[config.mk]
export PLATFORM = sky130hd
export DESIGN_NAME = jogador_automatico
export DESIGN_NICKNAME = d
export VERILOG_FILES = /design/src/rtl/jogador_automatico_pkg.sv /design/src/rtl/jogador_automatico_memoria.sv /design/src/rtl/jogador_automatico.sv
export SDC_FILE = /design/constraint.sdc
export NUM_CORES = 1
export LEC_CHECK = 0
export CORE_MARGIN = 1.5
export CORE_UTILIZATION = 45
export CTS_CLUSTER_DIAMETER = 50
export DETAILED_ROUTE_END_ITERATION = 10
export DONT_BUFFER_PORTS = 1
export HOLD_SLACK_MARGIN = 0.03
export PLACE_DENSITY = 0.7
export SLEW_MARGIN = 20
export SYNTH_ARGS = -nofsm -noshare
export SYNTH_HDL_FRONTEND = slang
export SYNTH_HIERARCHICAL = 1
export SYNTH_SLANG_ARGS = --single-unit
[constraint.sdc]
create_clock -name clock -period 9.95 [get_ports clock]
set_clock_uncertainty 0.15 [all_clocks]
set_input_delay 2.4875 -clock clock [delete_from_list [all_inputs] [get_ports clock]]
set_output_delay 2.4875 -clock clock [all_outputs]
set_load 0.01 [all_outputs]
[src/rtl/jogador_automatico_pkg.sv]
// Shared definitions for the automatic player: FSM state encoding, default
// parameter values, buffer geometry and small pattern helpers.
package jogador_automatico_pkg;

    localparam int unsigned PROF_PADRAO     = 16;
    localparam int unsigned T_PRESS_PADRAO  = 4;
    localparam int unsigned T_SOLTA_PADRAO  = 4;
    localparam int unsigned T_QUIETO_PADRAO = 16;

    localparam int unsigned LED_W  = 7;
    localparam int unsigned ADDR_W = 4;

    // The same encoding is presented on db_estado.
    typedef enum logic [1:0] {
        IDLE      = 2'd0,
        OBSERVA   = 2'd1,
        PRESSIONA = 2'd2,
        SOLTA     = 2'd3
    } estado_t;

    function automatic logic eh_one_hot(input logic [LED_W-1:0] v);
        return $countones(v) == 1;
    endfunction

    function automatic logic [1:0] codigo_estado(input estado_t e);
        return e;
    endfunction

endpackage

[src/rtl/jogador_automatico_memoria.sv]
// memoria_sequencia: PROF x LED_W register file holding the captured sequence.
// Ports:
//   clock    - write clock
//   we       - write enable
//   endereco - shared read/write address
//   dado_in  - pattern to store
//   dado_out - pattern at endereco (combinational read)
module memoria_sequencia
    import jogador_automatico_pkg::*;
#(
    parameter int unsigned PROF = PROF_PADRAO
) (
    input  logic              clock,
    input  logic              we,
    input  logic [ADDR_W-1:0] endereco,
    input  logic [LED_W-1:0]  dado_in,
    output logic [LED_W-1:0]  dado_out
);

    logic [LED_W-1:0] mem_q [PROF];
    logic             endereco_valido;

    assign endereco_valido = 32'(endereco) < PROF;

    // Contents are intentionally not reset.
    always_ff @(posedge clock) begin
        if (we && endereco_valido) begin
            mem_q[endereco] <= dado_in;
        end
    end

    assign dado_out = endereco_valido ? mem_q[endereco] : '0;

endmodule

[src/rtl/jogador_automatico.sv]
// jogador_automatico: watches the game's one-hot LED sequence, records it and,
// after a quiet period, replays it on the button outputs.
// Ports:
//   clock, reset    - rising-edge clock, synchronous active-high reset
//   habilita        - player enable; low returns to IDLE
//   leds            - LED pattern from the game
//   botoes          - registered button pattern to the game
//   jogando         - high during replay (PRESSIONA/SOLTA)
//   overflow        - sticky, pattern arrived with buffer full
//   padrao_invalido - sticky, non-one-hot pattern seen
//   db_contagem     - stored entries minus one (0 when empty)
//   db_estado       - current FSM state code
module jogador_automatico
    import jogador_automatico_pkg::*;
#(
    parameter int unsigned PROF     = PROF_PADRAO,
    parameter int unsigned T_PRESS  = T_PRESS_PADRAO,
    parameter int unsigned T_SOLTA  = T_SOLTA_PADRAO,
    parameter int unsigned T_QUIETO = T_QUIETO_PADRAO
) (
    input  logic              clock,
    input  logic              reset,
    input  logic              habilita,
    input  logic [LED_W-1:0]  leds,
    output logic [LED_W-1:0]  botoes,
    output logic              jogando,
    output logic              overflow,
    output logic              padrao_invalido,
    output logic [ADDR_W-1:0] db_contagem,
    output logic [1:0]        db_estado
);

    localparam int unsigned CNT_W = ADDR_W + 1;
    localparam int unsigned QW    = (T_QUIETO > 1) ? $clog2(T_QUIETO) : 1;
    localparam int unsigned T_MAX = (T_PRESS > T_SOLTA) ? T_PRESS : T_SOLTA;
    localparam int unsigned TW    = (T_MAX > 1) ? $clog2(T_MAX) : 1;

    estado_t          estado_q;
    logic [LED_W-1:0] botoes_q;
    logic [LED_W-1:0] leds_ant_q;
    logic [CNT_W-1:0] contagem_q;
    logic [CNT_W-1:0] indice_q;
    logic [QW-1:0]    quieto_q;
    logic [TW-1:0]    timer_q;
    logic             overflow_q;
    logic             invalido_q;

    logic              borda;
    logic              cheio;
    logic              captura;
    logic              fim_quieto;
    logic              we;
    logic [ADDR_W-1:0] endereco;
    logic [LED_W-1:0]  dado_lido;
    logic [CNT_W-1:0]  contagem_m1;

    always_comb begin
        borda      = (estado_q == OBSERVA) && (leds_ant_q == '0) && (leds != '0);
        cheio      = contagem_q >= CNT_W'(PROF);
        captura    = borda && eh_one_hot(leds) && !cheio;
        fim_quieto = (estado_q == OBSERVA) && (leds == '0) &&
                     (quieto_q == QW'(T_QUIETO - 1));
        we         = captura && habilita && !reset;
        // Writes use the fill pointer; otherwise the address is the next entry
        // to replay, so dado_lido is ready on the edge that loads botoes.
        endereco   = captura ? contagem_q[ADDR_W-1:0] : indice_q[ADDR_W-1:0];
        contagem_m1 = contagem_q - CNT_W'(1);
    end

    memoria_sequencia #(
        .PROF(PROF)
    ) u_memoria (
        .clock    (clock),
        .we       (we),
        .endereco (endereco),
        .dado_in  (leds),
        .dado_out (dado_lido)
    );

    always_ff @(posedge clock) begin
        if (reset) begin
            estado_q   <= IDLE;
            botoes_q   <= '0;
            leds_ant_q <= '0;
            contagem_q <= '0;
            indice_q   <= '0;
            quieto_q   <= '0;
            timer_q    <= '0;
            overflow_q <= 1'b0;
            invalido_q <= 1'b0;
        end else if (!habilita) begin
            estado_q <= IDLE;
            botoes_q <= '0;
            quieto_q <= '0;
            timer_q  <= '0;
        end else begin
            case (estado_q)
                IDLE: begin
                    estado_q   <= OBSERVA;
                    contagem_q <= '0;
                    indice_q   <= '0;
                    quieto_q   <= '0;
                    leds_ant_q <= '0;
                    timer_q    <= '0;
                    botoes_q   <= '0;
                end

                OBSERVA: begin
                    leds_ant_q <= leds;
                    if (borda) begin
                        if (!eh_one_hot(leds)) begin
                            invalido_q <= 1'b1;
                        end else if (cheio) begin
                            overflow_q <= 1'b1;
                        end else begin
                            contagem_q <= contagem_q + CNT_W'(1);
                        end
                    end

                    if (leds != '0) begin
                        quieto_q <= '0;
                    end else if (fim_quieto) begin
                        quieto_q <= '0;
                        if (contagem_q != '0) begin
                            estado_q <= PRESSIONA;
                            botoes_q <= dado_lido;
                            indice_q <= indice_q + CNT_W'(1);
                            timer_q  <= '0;
                        end
                    end else begin
                        quieto_q <= quieto_q + QW'(1);
                    end
                end

                PRESSIONA: begin
                    if (timer_q == TW'(T_PRESS - 1)) begin
                        estado_q <= SOLTA;
                        botoes_q <= '0;
                        timer_q  <= '0;
                    end else begin
                        timer_q <= timer_q + TW'(1);
                    end
                end

                SOLTA: begin
                    if (timer_q == TW'(T_SOLTA - 1)) begin
                        timer_q <= '0;
                        if (indice_q < contagem_q) begin
                            estado_q <= PRESSIONA;
                            botoes_q <= dado_lido;
                            indice_q <= indice_q + CNT_W'(1);
                        end else begin
                            estado_q   <= OBSERVA;
                            contagem_q <= '0;
                            indice_q   <= '0;
                            quieto_q   <= '0;
                            leds_ant_q <= '0;
                        end
                    end else begin
                        timer_q <= timer_q + TW'(1);
                    end
                end

                default: begin
                    estado_q <= IDLE;
                    botoes_q <= '0;
                end
            endcase
        end
    end

    assign botoes          = botoes_q;
    assign jogando         = (estado_q == PRESSIONA) || (estado_q == SOLTA);
    assign overflow        = overflow_q;
    assign padrao_invalido = invalido_q;
    assign db_contagem     = (contagem_q == '0) ? '0 : contagem_m1[ADDR_W-1:0];
    assign db_estado       = codigo_estado(estado_q);

endmodule

### Yosys cells after proc, flatten, opt, wreduce, memory -nomap -nowiden

Memory sizes are Yosys's and may differ from the RTL's.
Index checks and enable logic that the tools add are counted.

| storage, ports and cells | value |
|---|---|
| bits in registers | 34 |
| RAM bits | 112 |
| bits of input ports | 10 |
| output and inout port bits | 16 |
| word-level logic and storage cells | 113 |
| memories kept | 1 |

| operators by class | value |
|---|---|
| $add $sub $neg | 11 |
| $lt $le $gt $ge | 2 |
| equal/unequal tests | 16 |
| multiplexer cells | 43 |
| bitwise operators | 2 |
| reductions and logical operators | 29 |

Memory list:

| name | depth | width | rd ports | clocked after memory_dff | wr ports | RTL line | source |
|---|---|---|---|---|---|---|---|
| u_memoria.mem_q | 16 | 7 | 1 | 0 | 1 | jogador_automatico_memoria.sv:20 | `logic [LED_W-1:0] mem_q [PROF];` |

Operators with widths:

| kind | count |
|---|---|
| 7-bit 2-to-1 mux | 8 |
| 5-bit 2-to-1 mux | 10 |
| 5-bit one-hot mux with 3 select lines | 2 |
| 7-bit one-hot mux with 4 select lines | 1 |
| 4-bit 2-to-1 mux | 6 |
| 7-bit one-hot mux with 3 select lines | 1 |
| 2-bit 2-to-1 mux | 10 |
| 2-bit inequality test, second input constant | 9 |
| 7-bit logical NOT | 2 |
| 4-bit one-hot mux with 3 select lines | 1 |
| 6-bit AND reduction | 2 |
| 5-bit by 1-bit adder with 5-bit output, second input constant | 2 |
| 5-bit AND reduction | 2 |
| 1-bit logical AND | 8 |
| 2-bit one-hot mux with 4 select lines | 1 |
| 4-bit AND reduction | 2 |
| 7-bit AND reduction | 1 |
| 7-bit nonzero test | 1 |
| 1-bit by 1-bit adder with 2-bit output | 3 |
| 2-bit == test, second input constant | 3 |
| 2-bit one-hot mux with 3 select lines | 1 |
| 3-bit AND reduction | 2 |
| 5-bit greater-or-equal comparator, second input constant | 1 |
| 5-bit logical NOT | 1 |
| other kinds (19) | 23 |

### Longest topological paths before layout

Gate-level depths: netlist (run 1).
An unclocked memory read counts as a cell.

| depth | value |
|---|---|
| depth in word-level cells | 12 |
| mapped depth | 16 |
| depth with buffers taken out | 14 |

### By module

The synthesis (run 1) kept the hierarchy.

By module, submodules not included:

| module | instances | cells an instance | area each (µm²) | sequential area each (µm²) |
|---|---|---|---|---|
| memoria_sequencia | 1 | 198 | 4379.2 | 3363.2 |
| jogador_automatico | 1 | 226 | 1956.9 | 680.7 |

### Worst setup path before layout (run 1)

OpenSTA, ideal clock, no wires.

| path | value |
|---|---|
| path kind | input port to flip-flop |
| from | input leds[0] |
| to | memory u_memoria.mem_q[0][0] (enable) |
| library setup time | 0.380 ns |
| arrival | 6.236 ns |
| data required time | 9.420 ns |
| setup slack | 3.183 ns |
| cell stages on the path | 11 |
| path buffers | 0 |
| cells stage by stage | inv_1 fa_1 fa_1 fa_1 inv_1 fa_1 nor3_4 nand2_1 nor4_1 or3b_2 nor3_1 |

| between the ends | value |
|---|---|
| word-level cells in the longest chain between the ends | 10 |
| elaborated cells between the ends (all ways) | 13 |
| those cells by class | add/sub (3); eq/ne (1); mux (3); reduce/logical (6) |

Ends and longest elaborated chain:

| element | RTL line | source |
|---|---|---|
| start, declared | jogador_automatico.sv:24 | `input logic [LED_W-1:0] leds,` |
| 1-bit by 1-bit adder with 2-bit output (implied by the code) | jogador_automatico_pkg.sv:22 | `return $countones(v) == 1;` |
| 2-bit by 2-bit adder with 3-bit output (implied by the code) | jogador_automatico_pkg.sv:22 |  |
| 3-bit by 3-bit adder with 4-bit output (implied by the code) | jogador_automatico_pkg.sv:22 |  |
| 4-bit by 1-bit == test with 1-bit output | jogador_automatico_pkg.sv:22 |  |
| 1-bit logical AND * (2 in series) | jogador_automatico.sv:60 | `captura = borda && eh_one_hot(leds) && !cheio;` |
| 1-bit logical AND * (2 in series) | jogador_automatico.sv:63 | `we = captura && habilita && !reset;` |
| named net we | jogador_automatico.sv:52 | `logic we;` |
| 1-bit 2-to-1 mux * | jogador_automatico_memoria.sv:27 | `if (we && endereco_valido) begin` |
| 1-bit 2-to-1 mux (implied by the code) * | jogador_automatico_memoria.sv:28 | `mem_q[endereco] <= dado_in;` |
| end, declared | jogador_automatico_memoria.sv:20 |  |

Mark *: on every way through the listed nets, which the timed path passes. The rest lies on a longest branch.

### Final worst setup path (run 1)

| path | value |
|---|---|
| from | input leds[0] |
| to | memory u_memoria.mem_q[4][4] (enable) |

The elaborated chain is that of the path after synthesis.

==> impl_metrics.yaml, run 1 <==
clock_tree:
  clk_latency_ns: 0.42
  cts-hold-fix-buffers: 0
  postCtsSetupBuffers: 0
  cts_tree: "done"
  path_clk_slew_ns: 0.06
  cts_resized: 0
  clock-sinks: 146
  htreeDepth: 4
  root_buffer: "clkbuf_16"
  numCtsBuffers: 17
  clock_path_buffers: 2
synth:
  async_reset_ff_frac: 0
  yosys-top-cells-count: "edfxtp_1 (112), nand2_1 (37), dfxtp_1 (34), nor2_1 (32)"
  synth_most_common_cell: "edfxtp_1"
  netlist_top_cells_area: "edfxtp_1 (53%), dfxtp_1 (11%), mux4_2 (5.7%), mux4_1 (5.0%), nand2_1 (2.2%)"
  yosys_warnings: 6
  synth_fp_nets: 449
  syn_area_sq_um: 6340
  ys_types: 58
  yosys.area.top_type: "edfxtp_1"
  seq_area_frac_synth: 0.638
  synth-main-ff-cell: "edfxtp_1"
  synth_area_per_cell_sq_um: 14.9
  syn_inst: 424
  synth_edf_count: 112
  synth_top_area_share: 0.531
  synth_seq_cells: 146
worst_setup_path:
  cp-startpoint: "leds[0]"
  worst_path_max_delay_cell: "nor3_1"
  cp_top_family: "simple AND/OR/NAND/NOR gates"
  worst-path-max-fanout: 18
  critPathRequiredTime_ns: 9.84
  startpoint_type: "input pin"
  cp-end-kind: "register"
  path_cells: "inv_1 -> fa_1 -> fa_1 -> fa_1 -> inv_1 -> fa_1 -> nor3_4 -> nand2_1 -> nor4_1 -> nand3b_1 -> nor3_1"
  crit_type: "in -> reg"
  critPathArrivalTime_ns: 6.84
  critPathMostFrequentCell: "fa_1"
  r2r_start: "db_estado[0]$_SDFFE_PP0P_"
  critPathBufInv: 2
  max_stage_delay_ns: 0.90
timing:
  fin_crit_ns: 6.95
  finalCritPeriodShare: 0.699
  finalSetupTns_ns: 0
  slew_headroom: 0.276
  maxSlewViolCount: 0
  tightest_slew_ns: 1.08
  fmax_mhz: 144
  setup_violations: 0
  hold_viol_final: 0
  rsz0062_at_grt: "no"
die:
  dieArea_sq_um: 14800
  fp.dieW_microns: 122
  core.rowCount: 43
  design.portCount: 26
  initial_core_util: 0.458
  die_h_microns: 122
  coreArea_sq_um: 13800
power:
  vdd_ir_drop_max_v: 0.000129
  report.power.total_mw: 1.33
  powerDensity_nw_per_um2: 187
  p_leak_nw: 2.31
finish:
  n_antenna_cell: 0
  drive_gt1_frac: 0.163
  postLayoutCoreUtil: 0.513
  syn2layout_area_growth_pct: 12.0
  final_area_sq_um: 7100
  finalNonFillerCells: 623
  fillers: 1097
  nets: 455
detailed_routing:
  wl_met2_microns: 6650
  dr.pass1.iters: 5
  avgViaCountPerCell: 5.91
  num_vias: 3679
  wl_per_cell_microns: 21.0
  met3WireLength_microns: 668
  wl_met1_microns: 5540
  drcViolationCount: 0
  drtIter0Drc: 352
  antenna_left: 0
  wl_microns: 13100
  highest_layer: "met4"
grt:
  grt_overflow: 0
  grt_pass1_vias: 3606
  antenna_found_initial: 0
  track_usage: 0.191
  grt_start_max_net_pins: 29
  grt_pass1_wl_microns: 20400
placed_design:
  portBuffers: 0
  dp_hpwl_microns: 8700
  dp.cells: 590
  globalplace.congestion: 0.892
  dpl-instance-area_sq_um: 6490
hold_path:
  hold_start: "leds_ant_q[3]$_SDFFE_PP0P_"
  hold_path_class: "reg -> reg"
run_status:
  outcome: "finished, final reports clean"
run:
  max_cap_viol_count: 0
path summary, 6_finish.rpt:
path	end	slack [ns]	cells past startpoint
worst min register to register	leds_ant_q[3]$_SDFFE_PP0P_	0.33	2
worst max register to register	u_memoria/mem_q[4][4]$_DFFE_PP_	5.96	7
worst max-delay path	u_memoria/mem_q[4][4]$_DFFE_PP_	3.00	11
worst min-delay path	leds_ant_q[3]$_SDFFE_PP0P_	0.33	2
power breakdown:
group          switching [mW]  internal (mW)
Combinational          0.0411         0.0316
Sequential            0.00450          0.658
Clock                   0.251          0.345
cell families (layout without fill, tap and decap cells):
kind of cell               Yosys count  after routing  synth area share
adders and majority gates           15             15            0.0344
DFF                                146            146             0.638
and+or+nand+nor                    129            129             0.115
AOI/OAI and AO/OA                   67             67            0.0717
muxes                               29             29             0.108
buffers and inverters               33             52            0.0257
xor gates and xnor gates             5              5           0.00691
metal layers:
metal,vias to the layer above,GRT usage
li1,1674,-
met1,1873,0.257
met2,115,0.302
met3,17,0.0403
met4,0,0.0890
met5,-,0
sequential cells by signal, summed over array words and instances (netlist names):
| name | cells |
|---|---|
| contagem_q | 5 |
| overflow | 1 |
| leds_ant_q | 7 |
| u_memoria/mem_q | 112 |
| indice_q | 5 |
| db_estado | 2 |
| timer_q | 2 |
| quieto_q | 4 |
| padrao_invalido | 1 |
| botoes | 7 |
metrics by stage:
| step | hold slack [ns] | worst slack (ns) |
|---|---|---|
| floorplan | 0.290 | 3.18 |
| global placement | 0.312 | 2.48 |
| detailed placement | 0.322 | 2.40 |
| CTS | 0.331 | 2.85 |
| global route | 0.354 | 2.71 |
| finish | 0.328 | 3.00 |
layout by cell type, fill, tap and decap left out, drive strengths merged, types with 7 or more instances in the layout:
cell    instances
a21oi          17
a22o            7
a22oi          17
clkbuf         17
clkinv         11
dfxtp          34
edfxtp        112
ha             11
inv            19
mux4           28
nand2          37
nand3          10
nand4          12
nor2           34
nor3            9
o21ai          13
tightest hold or removal path, delay by kind of cell (launching register included):
kind	cells	cell delay (ns)
DFF	1	0.33
and+or+nand+nor	1	0.06
AOI/OAI and AO/OA	1	0.05
cell type report:
| cell class | instances | area [sq um] | area share |
|---|---|---|---|
| Clock buffer | 17 | 425 | 0.0599 |
| Clock inverter | 15 | 134 | 0.0189 |
| Multi-Input combinational cell | 245 | 2160 | 0.305 |
| Inverter | 17 | 63.8 | 0.00899 |
| Tap cell | 180 | 225 | 0.0317 |
| Sequential cell | 146 | 4040 | 0.570 |
| Timing Repair Buffer | 3 | 42.5 | 0.00599 |
(Power assumes the default switching activity.)
==> run 2, diff against run 1 <==
PLACE_DENSITY = 0.72   (was 0.7)
clock period = 6.3 ns   (was 9.95 ns; I/O delays follow)
==> run 2 against run 1 <==
Effect of this change:
- die area unchanged
- first-iteration DRC count down 15%
- register-to-register slack got worse by 3.3 ns
- largest power group unchanged
- non-clock buffer count up 16
- critical endpoint is now botoes[5]$_SDFFE_PP0P_
- critical path depth increased by 3
- hold slack better by 0.0063 ns
- clock power up 62%
==> impl_metrics.yaml, run 2 (synthesis gave the netlist of run 1 again) <==
timing:
  hold_viol_final: 0
  fin_crit_ns: 5.68
  setup_ws_ns: 0.616
  slew_headroom: 0.409
  tightest_slew_ns: 0.880
  setup_violations: 0
  rsz0062_at_grt: "no"
  fmax_mhz: 176
  finalSetupTns_ns: 0
  finalCritPeriodShare: 0.902
  maxSlewViolCount: 0
placed_design:
  portBuffers: 0
  dp.cells: 607
  dp_hpwl_microns: 8670
  globalplace.congestion: 0.849
  place_ws_ns: 0.142
worst_setup_path:
  r2r_start: "db_estado[0]$_SDFFE_PP0P_"
  cp-startpoint: "leds[0]"
  startpoint_type: "input pin"
  critPathRequiredTime_ns: 6.46
  r2r_cells: 10
  regToRegSetupSlack_ns: 2.67
  crit_end: "botoes[5]$_SDFFE_PP0P_"
  worst-path-max-fanout: 18
  reg2reg_to: "botoes[5]$_SDFFE_PP0P_"
  cp-end-kind: "register"
  critPathArrivalTime_ns: 5.84
  crit_type: "in -> reg"
grt:
  grt_util_met2: 0.301
  use_met3: 0.0651
  grt-busiest-layer: "met2"
  track_usage: 0.191
  use_met1: 0.248
  grt_start_max_net_pins: 36
  antenna_found_initial: 0
  grt_pass1_wl_microns: 20400
  grt_pass1_vias: 3712
  grt_overflow: 0
finish:
  n_antenna_cell: 0
  syn2layout_area_growth_pct: 13.6
  finalNonFillerCells: 639
  layout_common_cells: "edfxtp_1 (112), nand2_1 (37), dfxtp_1 (34), nor2_1 (32), buf_4 (18)"
  largest_register_ffs: 112
  regMostFlops: "u_memoria/mem_q"
  postLayoutCoreUtil: 0.521
  nets: 471
  final_common_cell: "edfxtp_1"
  drive_gt1_frac: 0.185
  fillers: 1073
detailed_routing:
  wl_per_cell_microns: 20.5
  num_vias: 3721
  avgViaCountPerCell: 5.82
  drcViolationCount: 0
  dr.pass1.iters: 5
  drtIter0Drc: 298
  wl_microns: 13100
  antenna_left: 0
run:
  max_cap_viol_count: 0
hold_path:
  hold_path_class: "reg -> reg"
die:
  coreArea_sq_um: 13800
  dieArea_sq_um: 14800
  fp.dieW_microns: 122
  design.portCount: 26
  die_h_microns: 122
  initial_core_util: 0.458
  core.rowCount: 43
power:
  report.power.total_mw: 2.12
  vdd_ir_drop_max_v: 0.000194
  p_leak_nw: 2.37
  powerDensity_nw_per_um2: 295
clock_tree:
  root_buffer: "clkbuf_16"
  cts_tree: "done"
  htreeDepth: 4
  clk_latency_ns: 0.41
  clock-sinks: 146
  cts_resized: 0
  numCtsBuffers: 17
  path_clk_slew_ns: 0.06
  cts-hold-fix-buffers: 0
  clock_path_buffers: 2
  postCtsSetupBuffers: 0
run_status:
  outcome: "finished, final reports clean"
[run 2: cell types whose count changed in the layout (fill, tap and decap cells not counted), sizes merged]
cell and change:
clkinvlp +4, inv -1, clkbuf +2, buf +16
bufinv +1, clkinv -6
[run 2: cell type report]
| type | count | area, sq um | share of cell area |
|---|---|---|---|
| Clock buffer | 19 | 433 | 0.0601 |
| Multi-Input combinational cell | 245 | 2140 | 0.298 |
| Inverter | 17 | 63.8 | 0.00886 |
| Clock inverter | 13 | 135 | 0.0188 |
| Tap cell | 180 | 225 | 0.0313 |
| Timing Repair Buffer | 19 | 155 | 0.0215 |
| Sequential cell | 146 | 4040 | 0.562 |
[run 2: how the worst min path moves through the flow]
stage,startpoint,end,depth (start not counted)
CTS,leds_ant_q[6]$_SDFFE_PP0P_,leds_ant_q[6]$_SDFFE_PP0P_,2
global route,leds_ant_q[2]$_SDFFE_PP0P_,leds_ant_q[2]$_SDFFE_PP0P_,2
global placement,quieto_q[0]$_SDFFE_PP0P_,quieto_q[0]$_SDFFE_PP0P_,1
detailed placement,leds_ant_q[2]$_SDFFE_PP0P_,leds_ant_q[2]$_SDFFE_PP0P_,2
finish,leds_ant_q[6]$_SDFFE_PP0P_,leds_ant_q[6]$_SDFFE_PP0P_,2
floorplan,quieto_q[0]$_SDFFE_PP0P_,quieto_q[0]$_SDFFE_PP0P_,1
[run 2: stage by stage]
stage / instance area (sq um) / hold slack [ns]
2_1_floorplan: 6340 / 0.290
3_3_place_gp: 6630 / 0.304
3_5_place_dp: 6630 / 0.327
4_1_cts: 7200 / 0.338
5_1_grt: 7200 / 0.356
6_report: 7200 / 0.335
[run 2: metal layers]
layer  part of all wire  vias to the layer above
met2               0.51                      128
met4              0.013                        0
met5                  0                        -
li1                   -                     1697
met3              0.068                       10
met1               0.41                     1886
[run 2: critical path: stages]
cell and delay, ns:
inv_1 0.05, fa_1 0.55, fa_1 0.44, fa_1 0.38, inv_1 0.08, fa_1 0.45, nor3_4 0.27, nand3_4 0.17
o21ai_2 0.66, buf_4 0.38, mux4_2 0.35, a22oi_1 0.20, nand2_1 0.08, a22o_1 0.20
[run 2: report_power, final]
group	total (mW)	internal (mW)	switching, mW	leakage [nW]
combinational	0.114	0.0492	0.0645	0.830
clock	0.963	0.581	0.382	0.263
sequential	1.05	1.04	0.00726	1.28
total	2.12	1.67	0.454	2.37
==> run 3, diff against run 2 <==
GPL_ROUTABILITY_DRIVEN = 0   (was not set)
==> results of run 3 <==
No change in the layout: final DEF, timing and power equal those of run 2.
